## src/rtl/rgb_stream_packer_pkg.sv

```systemverilog
// Shared types and word layout for the 24bpp RGB stream packer.
// Four pixels pack into three 32-bit words with no wasted bytes.
package rgb_stream_packer_pkg;

    localparam int PHASE_W = 2;

    typedef enum logic [PHASE_W-1:0] {
        PH0 = 2'd0,
        PH1 = 2'd1,
        PH2 = 2'd2,
        PH3 = 2'd3
    } phase_e;

    // Bit position where the incoming pixel lands in the emitted word
    localparam int PH1_PIX_LSB = 24;
    localparam int PH2_PIX_LSB = 16;
    localparam int PH3_PIX_LSB = 8;

    typedef struct packed {
        logic [31:0] data;
        logic        last;
        logic        user;
    } axis_entry_t;

    localparam int ENTRY_W = $bits(axis_entry_t);

    // Carry is kept low-aligned with zeros above, so an OR merges cleanly
    function automatic logic [31:0] pack_word(
        input phase_e      ph,
        input logic [23:0] px,
        input logic [23:0] carry
    );
        logic [31:0] pw;
        logic [31:0] cw;
        logic [31:0] w;
        pw = {8'h00, px};
        cw = {8'h00, carry};
        w  = '0;
        unique case (ph)
            PH1:     w = (pw << PH1_PIX_LSB) | cw;
            PH2:     w = (pw << PH2_PIX_LSB) | cw;
            PH3:     w = (pw << PH3_PIX_LSB) | cw;
            default: w = '0;
        endcase
        return w;
    endfunction

endpackage

```

## src/rtl/rgb_stream_packer_skid.sv

```systemverilog
// Two-entry output stage: output register plus skid register.
// Accepts up to two ordered pushes per cycle; word order is preserved.
module axis_skid_buffer
    import rgb_stream_packer_pkg::*;
(
    input  logic               clk_i,
    input  logic               rst_ni,
    input  logic               push0_i,
    input  logic [ENTRY_W-1:0] data0_i,
    input  logic               push1_i,
    input  logic [ENTRY_W-1:0] data1_i,
    input  logic               ready_i,
    output logic               valid_o,
    output logic [ENTRY_W-1:0] data_o,
    output logic               skid_valid_o
);

    axis_entry_t out_q, out_d;
    axis_entry_t skid_q, skid_d;
    logic        out_valid_q, out_valid_d;
    logic        skid_valid_q, skid_valid_d;

    always_comb begin
        out_d        = out_q;
        out_valid_d  = out_valid_q;
        skid_d       = skid_q;
        skid_valid_d = skid_valid_q;
        if (out_valid_q && ready_i) begin
            out_d        = skid_q;
            out_valid_d  = skid_valid_q;
            skid_valid_d = 1'b0;
        end
        // Pushes fill the head first, then the skid slot
        if (push0_i) begin
            if (!out_valid_d) begin
                out_d       = axis_entry_t'(data0_i);
                out_valid_d = 1'b1;
            end else begin
                skid_d       = axis_entry_t'(data0_i);
                skid_valid_d = 1'b1;
            end
        end
        if (push1_i) begin
            if (!out_valid_d) begin
                out_d       = axis_entry_t'(data1_i);
                out_valid_d = 1'b1;
            end else begin
                skid_d       = axis_entry_t'(data1_i);
                skid_valid_d = 1'b1;
            end
        end
    end

    always_ff @(posedge clk_i or negedge rst_ni) begin
        if (!rst_ni) begin
            out_q        <= '0;
            skid_q       <= '0;
            out_valid_q  <= 1'b0;
            skid_valid_q <= 1'b0;
        end else begin
            out_q        <= out_d;
            skid_q       <= skid_d;
            out_valid_q  <= out_valid_d;
            skid_valid_q <= skid_valid_d;
        end
    end

    assign valid_o      = out_valid_q;
    assign data_o       = out_q;
    assign skid_valid_o = skid_valid_q;

endmodule

```

## src/rtl/rgb_stream_packer.sv

```systemverilog
// Packs 24-bit RGB pixels into 32-bit AXI4-Stream words for the VDMA.
// Handles sof/eol framing with flush words and a saturating error count.
module rgb_stream_packer
    import rgb_stream_packer_pkg::*;
#(
    parameter logic [7:0] PAD_BYTE  = 8'h00,
    parameter int         ERR_CNT_W = 8
) (
    input  logic                 out_stream_aclk,
    input  logic                 periph_resetn,
    input  logic [7:0]           r,
    input  logic [7:0]           g,
    input  logic [7:0]           b,
    input  logic                 valid,
    input  logic                 sof,
    input  logic                 eol,
    output logic                 in_stream_ready,
    output logic [31:0]          out_stream_tdata,
    output logic [3:0]           out_stream_tkeep,
    output logic                 out_stream_tlast,
    output logic                 out_stream_tuser,
    output logic                 out_stream_tvalid,
    input  logic                 out_stream_tready,
    output logic [ERR_CNT_W-1:0] err_count
);

    phase_e                phase_q, phase_d;
    logic [23:0]           carry_q, carry_d;
    logic                  user_q, user_d;
    logic [ERR_CNT_W-1:0]  err_q, err_d;
    logic [ERR_CNT_W:0]    err_sum;
    logic [1:0]            err_inc;

    logic [23:0]           px;
    phase_e                eff_ph;
    logic                  accept;
    logic                  dbl_req;
    logic                  out_valid;
    logic                  skid_valid;
    logic                  push0, push1;
    axis_entry_t           w0, w1, flush;
    logic [ENTRY_W-1:0]    head;
    axis_entry_t           head_e;

    assign px     = {r, g, b};
    assign eff_ph = sof ? PH0 : phase_q;

    // eol at phase 1/2 writes two words, which needs an empty output stage
    assign dbl_req = eol && (eff_ph == PH1 || eff_ph == PH2);

    assign in_stream_ready = periph_resetn && !skid_valid
                             && !(out_valid && dbl_req);
    assign accept = valid && in_stream_ready;

    always_comb begin
        flush = '0;
        flush.last = 1'b1;
        unique case (eff_ph)
            PH0:     flush.data = {PAD_BYTE, px};
            PH1:     flush.data = {PAD_BYTE, PAD_BYTE, px[23:8]};
            PH2:     flush.data = {PAD_BYTE, PAD_BYTE, PAD_BYTE, px[23:16]};
            default: flush.data = '0;
        endcase
    end

    always_comb begin
        phase_d = phase_q;
        carry_d = carry_q;
        user_d  = user_q;
        push0   = 1'b0;
        push1   = 1'b0;
        w0      = '0;
        w1      = '0;
        err_inc = 2'd0;
        if (accept) begin
            if (sof) begin
                user_d = 1'b1;
                if (phase_q != PH0) err_inc = 2'd1;
            end
            unique case (eff_ph)
                PH0: begin
                    carry_d = px;
                    phase_d = PH1;
                end
                PH1: begin
                    carry_d = {8'h00, px[23:8]};
                    phase_d = PH2;
                end
                PH2: begin
                    carry_d = {16'h0000, px[23:16]};
                    phase_d = PH3;
                end
                default: begin
                    carry_d = '0;
                    phase_d = PH0;
                end
            endcase
            if (eff_ph != PH0) begin
                push0   = 1'b1;
                w0.data = pack_word(eff_ph, px, carry_q);
                w0.user = user_q;
                user_d  = 1'b0;
            end
            if (eol) begin
                phase_d = PH0;
                carry_d = '0;
                if (eff_ph == PH3) begin
                    w0.last = 1'b1;
                end else begin
                    err_inc = err_inc + 2'd1;
                    if (eff_ph == PH0) begin
                        push0   = 1'b1;
                        w0      = flush;
                        w0.user = user_d;
                        user_d  = 1'b0;
                    end else begin
                        push1 = 1'b1;
                        w1    = flush;
                    end
                end
            end
        end
    end

    assign err_sum = {1'b0, err_q} + {{(ERR_CNT_W-1){1'b0}}, err_inc};
    assign err_d   = err_sum[ERR_CNT_W] ? '1 : err_sum[ERR_CNT_W-1:0];

    always_ff @(posedge out_stream_aclk or negedge periph_resetn) begin
        if (!periph_resetn) begin
            phase_q <= PH0;
            carry_q <= '0;
            user_q  <= 1'b0;
            err_q   <= '0;
        end else begin
            phase_q <= phase_d;
            carry_q <= carry_d;
            user_q  <= user_d;
            err_q   <= err_d;
        end
    end

    axis_skid_buffer u_skid (
        .clk_i        (out_stream_aclk),
        .rst_ni       (periph_resetn),
        .push0_i      (push0),
        .data0_i      (w0),
        .push1_i      (push1),
        .data1_i      (w1),
        .ready_i      (out_stream_tready),
        .valid_o      (out_valid),
        .data_o       (head),
        .skid_valid_o (skid_valid)
    );

    assign head_e            = axis_entry_t'(head);
    assign out_stream_tdata  = head_e.data;
    assign out_stream_tlast  = head_e.last;
    assign out_stream_tuser  = head_e.user;
    assign out_stream_tvalid = out_valid;
    assign out_stream_tkeep  = 4'hF;
    assign err_count         = err_q;

endmodule

```

## config.mk

```make
export PLATFORM = sky130hd
export DESIGN_NAME = rgb_stream_packer
export DESIGN_NICKNAME = d
export VERILOG_FILES = /design/src/rtl/rgb_stream_packer_pkg.sv /design/src/rtl/rgb_stream_packer_skid.sv /design/src/rtl/rgb_stream_packer.sv
export SDC_FILE = /design/constraint.sdc
export NUM_CORES = 1
export LEC_CHECK = 0
export BUFFER_PORTS_ARGS = -buffer_cell sky130_fd_sc_hd__buf_2
export CAP_MARGIN = 10
export CELL_PAD_IN_SITES_DETAIL_PLACEMENT = 1
export CELL_PAD_IN_SITES_GLOBAL_PLACEMENT = 2
export CORE_UTILIZATION = 33
export CTS_CLUSTER_DIAMETER = 100
export DETAILED_ROUTE_END_ITERATION = 12
export PLACE_DENSITY = 0.76
export SLEW_MARGIN = 25
export SYNTH_ARGS = -nofsm -noshare
export SYNTH_HDL_FRONTEND = slang
export SYNTH_SLANG_ARGS = --single-unit
```

## constraint.sdc

```tcl
create_clock -name out_stream_aclk -period 3.35 [get_ports out_stream_aclk]
set_clock_uncertainty 0.15 [all_clocks]
set_input_delay 0.67 -clock out_stream_aclk [delete_from_list [all_inputs] [get_ports out_stream_aclk]]
set_output_delay 0.67 -clock out_stream_aclk [all_outputs]
set_load 0.005 [all_outputs]
```

Word-level counts from Yosys, hierarchy flattened
Cells that the tools add are included.
{ "totals": {"out_inout_bits": 48, "reg_bits": 105, "word_cells": 92, "input_bits": 30} }
{ "classes": {"addsub": 2, "n_reduce_logical": 12, "eq_ne": 3, "muxes": 60, "bitwise": 3} }
{ "op_table": {"columns": ["op", "count"], "rows": [
  ["34-bit two-way mux", 15],
  ["24-bit one-hot mux with 3 select lines", 2],
  ["32-bit two-way mux", 3],
  ["32-bit by 24-bit OR with 32-bit output", 3],
  ["32-bit one-hot mux with 3 select lines", 1],
  ["1-bit two-way mux", 29],
  ["26-bit two-way mux", 1],
  ["24-bit two-way mux", 1],
  ["2-bit two-way mux", 6],
  ["8-bit by 2-bit adder with 9-bit output", 1],
  ["8-bit two-way mux", 1],
  ["1-bit logical AND", 6],
  ["2-bit one-hot mux with 3 select lines", 1],
  ["2-bit == test (second input constant)", 2],
  ["2-bit nonzero test", 2],
  ["2-bit by 1-bit adder with 2-bit output (second input constant)", 1],
  ["2-bit by 1-bit == test with 1-bit output (second input constant)", 1],
  ["1-bit logical NOT", 2],
  ["2-bit logical NOT", 1],
  ["1-bit logical OR", 1]
]} }

Longest topological paths before layout
{ "depth": {"word_depth": 17, "depth_mapped": 15, "ltp_nobuf": 13} }

Modules after synthesis
A second synthesis with hierarchy kept.
{ "hier_totals": {"hier_cells": 699, "area_unflattened_um2": 6786.5} }
{ "by_module_without_submodules": {"columns": ["mod", "area_each_um2", "cells_per_inst", "seq_area_each_um2", "n_inst"], "rows": [
  ["axis_skid_buffer", 3903.7, 356, 1751.7, 1],
  ["rgb_stream_packer", 2882.8, 343, 875.8, 1]
]} }

Worst setup path before layout
No wires, ideal clock.
{ "synth_timing": {"path_type": "input to register", "from": "in sof", "to": "reg err_q[0] (netlist: err_count[0])", "required_ns": 3.130, "setup_slack_ns": -0.124, "stages": 15, "t_arrival_ns": 3.254, "setup_ns": 0.070, "path_buffers": 3, "cell_sequence": "nand2b_1 -> ha_1 -> nand3b_1 -> nand2_1 -> buf_2 -> buf_2 -> buf_2 -> nor2_1 -> ha_1 -> inv_1 -> fa_1 -> nand2b_1 -> nor2_1 -> nand3_1 -> nand2b_1"} }
{ "synth_via": {"elab_chain_cells": 11, "elab_cells_between_ends": 18, "cone_classes": "2 x add/sub; 3 x eq/ne; 7 x mux; 6 x reduce/logical"} }
{ "synth_lines": {"columns": ["item", "line_no", "source"], "rows": [
  ["start: declaration", "rgb_stream_packer.sv:15", "input logic sof,"],
  ["branches (longest 8 deep; another with 2-bit by 1-bit adder with 2-bit output)", null, null],
  ["2-bit two-way mux (*)", "rgb_stream_packer.sv:75", "if (accept) begin"],
  ["8-bit by 2-bit adder with 9-bit output (*)", "rgb_stream_packer.sv:125", "assign err_sum = {1'b0, err_q} + {{(ERR_CNT_W-1){1'b0}}, err_inc};"],
  ["8-bit two-way mux (*)", "rgb_stream_packer.sv:126", "assign err_d = err_sum[ERR_CNT_W] ? '1 : err_sum[ERR_CNT_W-1:0];"],
  ["via err_d[0]", "rgb_stream_packer.sv:30", "logic [ERR_CNT_W-1:0] err_q, err_d;"],
  ["end signal: assignment", "rgb_stream_packer.sv:138", "err_q <= err_d;"],
  ["end: declaration", "rgb_stream_packer.sv:30", null]
]} }
Mark *: on every way through the listed nets, which the timed path passes. The select of a mux whose other input is x is not followed.
A chain may end at the register's enable or synchronous reset.

Worst setup path in the final report
{ "layout_timing": {"from": "in periph_resetn", "to": "reg err_q[1] (netlist: err_count[1])"} }
{ "layout_via": {"elab_chain_cells": 6} }
{ "layout_lines": {"columns": ["item", "line_no", "source"], "rows": [
  ["start: declaration", "rgb_stream_packer.sv:10", "input logic periph_resetn,"],
  ["1-bit logical AND", "rgb_stream_packer.sv:51", "assign in_stream_ready = periph_resetn && !skid_valid"],
  ["1-bit logical AND", "rgb_stream_packer.sv:52", "&& !(out_valid && dbl_req);"],
  ["1-bit logical AND", "rgb_stream_packer.sv:53", "assign accept = valid && in_stream_ready;"],
  ["2-bit two-way mux", "rgb_stream_packer.sv:75", null],
  ["8-bit by 2-bit adder with 9-bit output", "rgb_stream_packer.sv:125", null],
  ["8-bit two-way mux", "rgb_stream_packer.sv:126", null],
  ["via err_d[1]", "rgb_stream_packer.sv:30", null]
]} }
The timed path passes the listed nets, and every way through them passes these cells.

==> flow_metrics.py <==
metrics = {
    "outcome": {
        "outcome": "finished clean",
    },
    "placement": {
        "port_buffers": 73,
        "dp_hpwl_microns": 14430,
        "gp_congestion": 0.9002,
    },
    "critical_path": {
        "critPathSlowestCell": "dlygate4sd3_1",
        "worstSetupStartpointType": "primary input",
        "r2r_end": "u_skid.data_o[17]$_DFF_PN0_",
        "critPathCapture": "err_count[1]$_DFF_PN0_",
        "r2r_start": "phase_q[0]$_DFFE_PN0P_",
        "required_ns": 3.50,
        "reg2reg_depth": 8,
        "cp-end-kind": "flip-flop",
        "critical_path.n_buffers_inverters": 3,
        "cp.arrival_ns": 3.26,
        "crit_chain": "dlygate4sd3_1 > buf_4 > and3b_1 > nand2_1 > nor2_1 > ha_1 > inv_1 > fa_1 > nand2b_4 > nor2_2 > nand3_2 > nand2_1",
        "critPathMaxStageDelay_ns": 0.52,
        "worst-path-stages": 12,
        "crit_family": "simple AND/OR/NAND/NOR gates",
        "reg2reg_slack_ns": 0.41,
        "cp-startpoint": "periph_resetn",
        "crit_type": "in -> reg",
        "cp_max_fo": 8,
        "cp_common_cell": "nand2_1",
    },
    "clocking": {
        "path_clk_slew_ns": 0.07,
        "numCtsBuffers": 9,
        "cts_num_sinks": 105,
        "cts_tree": "yes",
        "post_cts_buffers": 0,
        "cts_root_buf": "clkbuf_16",
        "clockBufferDepth": 2,
        "ctsHtreeMaxLevel": 3,
        "clk_latency_ns": 0.36,
    },
    "yosys": {
        "synth_xor_area_frac": 0.007411,
        "synthTopCellsByCount": "dfrtp_1, nor3_1, nand2_1",
        "yosysWarnings": 0,
        "synth_top_family_by_area": "compound AO/OA/AOI/OAI gates",
        "synth.avg_cell_area_sq_um": 9.800,
        "synth_edf_count": 0,
        "syn_inst": 603,
        "synth.area.top_cells": "dfrtp_1, a211oi_1, nor3_1",
        "synth-main-ff-cell": "dfrtp_1",
        "synthSimpleGateAreaFrac": 0.1565,
        "muxShareOfSynthArea": 0.03070,
        "ys_ff_latch": 105,
        "ys_types": 60,
        "synth_top_area_cell": "dfrtp_1",
        "ys_seq_area_frac": 0.4446,
        "synth.most_common_cell": "dfrtp_1",
        "synthAdderAreaFrac": 0.02414,
        "synth.top_cell.area_share": 0.4446,
        "synth-compound-area-share": 0.2702,
        "synth_area_sq_um": 5909,
        "async_reset_ff_frac": 1.000,
    },
    "floorplan": {
        "io_pins": 78,
        "dieArea_sq_um": 18450,
        "core_area_sq_um": 17420,
        "core.rowCount": 48,
        "dieHeight_microns": 135.8,
        "initial_core_util": 0.3393,
        "die_w_microns": 135.8,
    },
    "global_routing": {
        "grt_pass1_wl_microns": 33000,
        "grt_pass1_vias": 5575,
        "antenna_found_initial": 0,
        "grt_max_degree": 59,
        "overflow": 0,
        "grt_usage": 0.2369,
    },
    "cells_and_area": {
        "nets": 701,
        "drive_gt1_frac": 0.2162,
        "ff_latch_area_sq_um": 2628,
        "multi_input_comb_area_sq_um": 2957,
        "diodes": 0,
        "fill_cells": 1983,
        "fin_util": 0.3942,
        "areaGrowthSynthToFinish_pct": 16.18,
    },
    "drt": {
        "drt_iter0_markers": 500,
        "wire_per_inst_microns": 22.96,
        "vias_per_cell": 6.076,
        "drc": 0,
        "wl_microns": 20450,
        "ant_nets": 0,
        "first_pass_iters": 5,
        "vias": 5414,
    },
    "power": {
        "irDropWorstVdd_v": 0.0002798,
        "power_density_nw_per_um2": 784.5,
        "p_leak_nw": 2.989,
    },
    "timing": {
        "slew_viol_final": 0,
        "rsz0062_at_grt": "no",
        "fin_crit_ns": 3.111,
        "period_share": 0.9287,
        "fmax_ghz": 0.3214,
        "hold_slack_ns": 0.3302,
        "hold_viol_final": 0,
        "finalSetupViolCount": 0,
        "setup_tns_ns": 0,
        "tightest_slew_ns": 1.005,
        "relSlewSlack": 0.3246,
    },
    "run": {
        "maxCapViolCount": 0,
    },
    "hold_path": {
        "hold_class": "reg -> reg",
    },
}
per-stage QoR:
stage,power (W),cell area [sq um],instances,worst slack (ns)
final,0.005386,6865,891,0.2388
after global routing,0.005776,6865,891,0.04629
after CTS,0.005435,6865,891,0.2149
after detailed placement,0.004400,6580,874,0.04123
after global placement,0.004296,6578,874,0.1513
after floorplan,0.003477,5958,606,0.05640
worst min-delay path by stage:
stage                                        from                       to  cells past startpoint
after CTS                  carry_q[4]$_DFFE_PN0P_   carry_q[4]$_DFFE_PN0P_                      2
after floorplan                     periph_resetn   carry_q[0]$_DFFE_PN0P_                      0
after detailed placement   carry_q[4]$_DFFE_PN0P_   carry_q[4]$_DFFE_PN0P_                      2
after global placement    carry_q[14]$_DFFE_PN0P_  carry_q[14]$_DFFE_PN0P_                      2
after global routing       carry_q[9]$_DFFE_PN0P_   carry_q[9]$_DFFE_PN0P_                      2
final                      carry_q[9]$_DFFE_PN0P_   carry_q[9]$_DFFE_PN0P_                      2
routing by layer:
layer	vias to the layer above	GRT usage	wire, microns
met1	2763	0.3480	9941
met5	-	0	0
met2	152	0.3416	9012
li1	2474	-	-
met3	25	0.03878	996
met4	0	0.09863	503
where the power goes:
part	switching, W	internal, W
clock network	0.000492	0.000526
registers	0.000330	0.00179
logic	0.00129	0.000960
total	0.00211	0.00328
sequential cells by signal, indices dropped and copies added (netlist names):
name and count:
u_skid.valid_o 1, u_skid.skid_q 34, user_q 1, u_skid.data_o 34, u_skid.skid_valid_o 1, carry_q 24
phase_q 2, err_count 8
logic make-up after synthesis:
group	count (synthesis)
AO/OA/AOI/OAI	218
XOR/XNOR	5
AND/OR/NAND/NOR	163
flip-flops	105
adder cells (fa/ha/maj)	11
other	1
buffers and inverters	82
multiplexers	18
placed cells by master, fill, tap and decap left out, types with 4 or more instances in the layout:
| cell | count |
|---|---|
| a211oi_1 | 33 |
| a21oi_1 | 33 |
| a221o_1 | 5 |
| a221oi_1 | 17 |
| a222oi_1 | 16 |
| a22o_1 | 8 |
| a22oi_1 | 13 |
| and3_1 | 20 |
| buf_2 | 72 |
| buf_4 | 37 |
| clkbuf_16 | 9 |
| conb_1 | 4 |
| dfrtp_1 | 105 |
| ha_1 | 8 |
| inv_1 | 14 |
| mux2i_1 | 17 |
| nand2_1 | 37 |
| nor2_1 | 7 |
| nor3_1 | 39 |
| nor4_1 | 17 |
| o21ai_0 | 24 |
| o22ai_1 | 15 |
| o31ai_1 | 18 |
| o32ai_1 | 16 |
| o41ai_1 | 8 |
| or3_1 | 16 |
| xor2_1 | 4 |
layout make-up:
| class | count | share of cell area |
|---|---|---|
| Clock buffer | 12 | 0.03590 |
| Clock inverter | 4 | 0.004192 |
| Inverter | 15 | 0.008201 |
| Multi-Input combinational cell | 419 | 0.4307 |
| Sequential cell | 105 | 0.3827 |
| Tap cell | 225 | 0.04101 |
| Timing Repair Buffer | 111 | 0.09732 |
tightest hold or removal path: cells and delay by family, from the launching register on:
family,cells,cell delay [ns]
simple gates,1,0.05
flops,1,0.35
compound gates,1,0.05
timing repair:
| item | 4_1_cts | 5_1_grt |
|---|---|---|
| resized for setup | 0 | 0 |
| endpoints found under the hold margin | 4 | 0 |
| hold buffers | 1 | 0 |
Power figures use the tool's default switching activity.
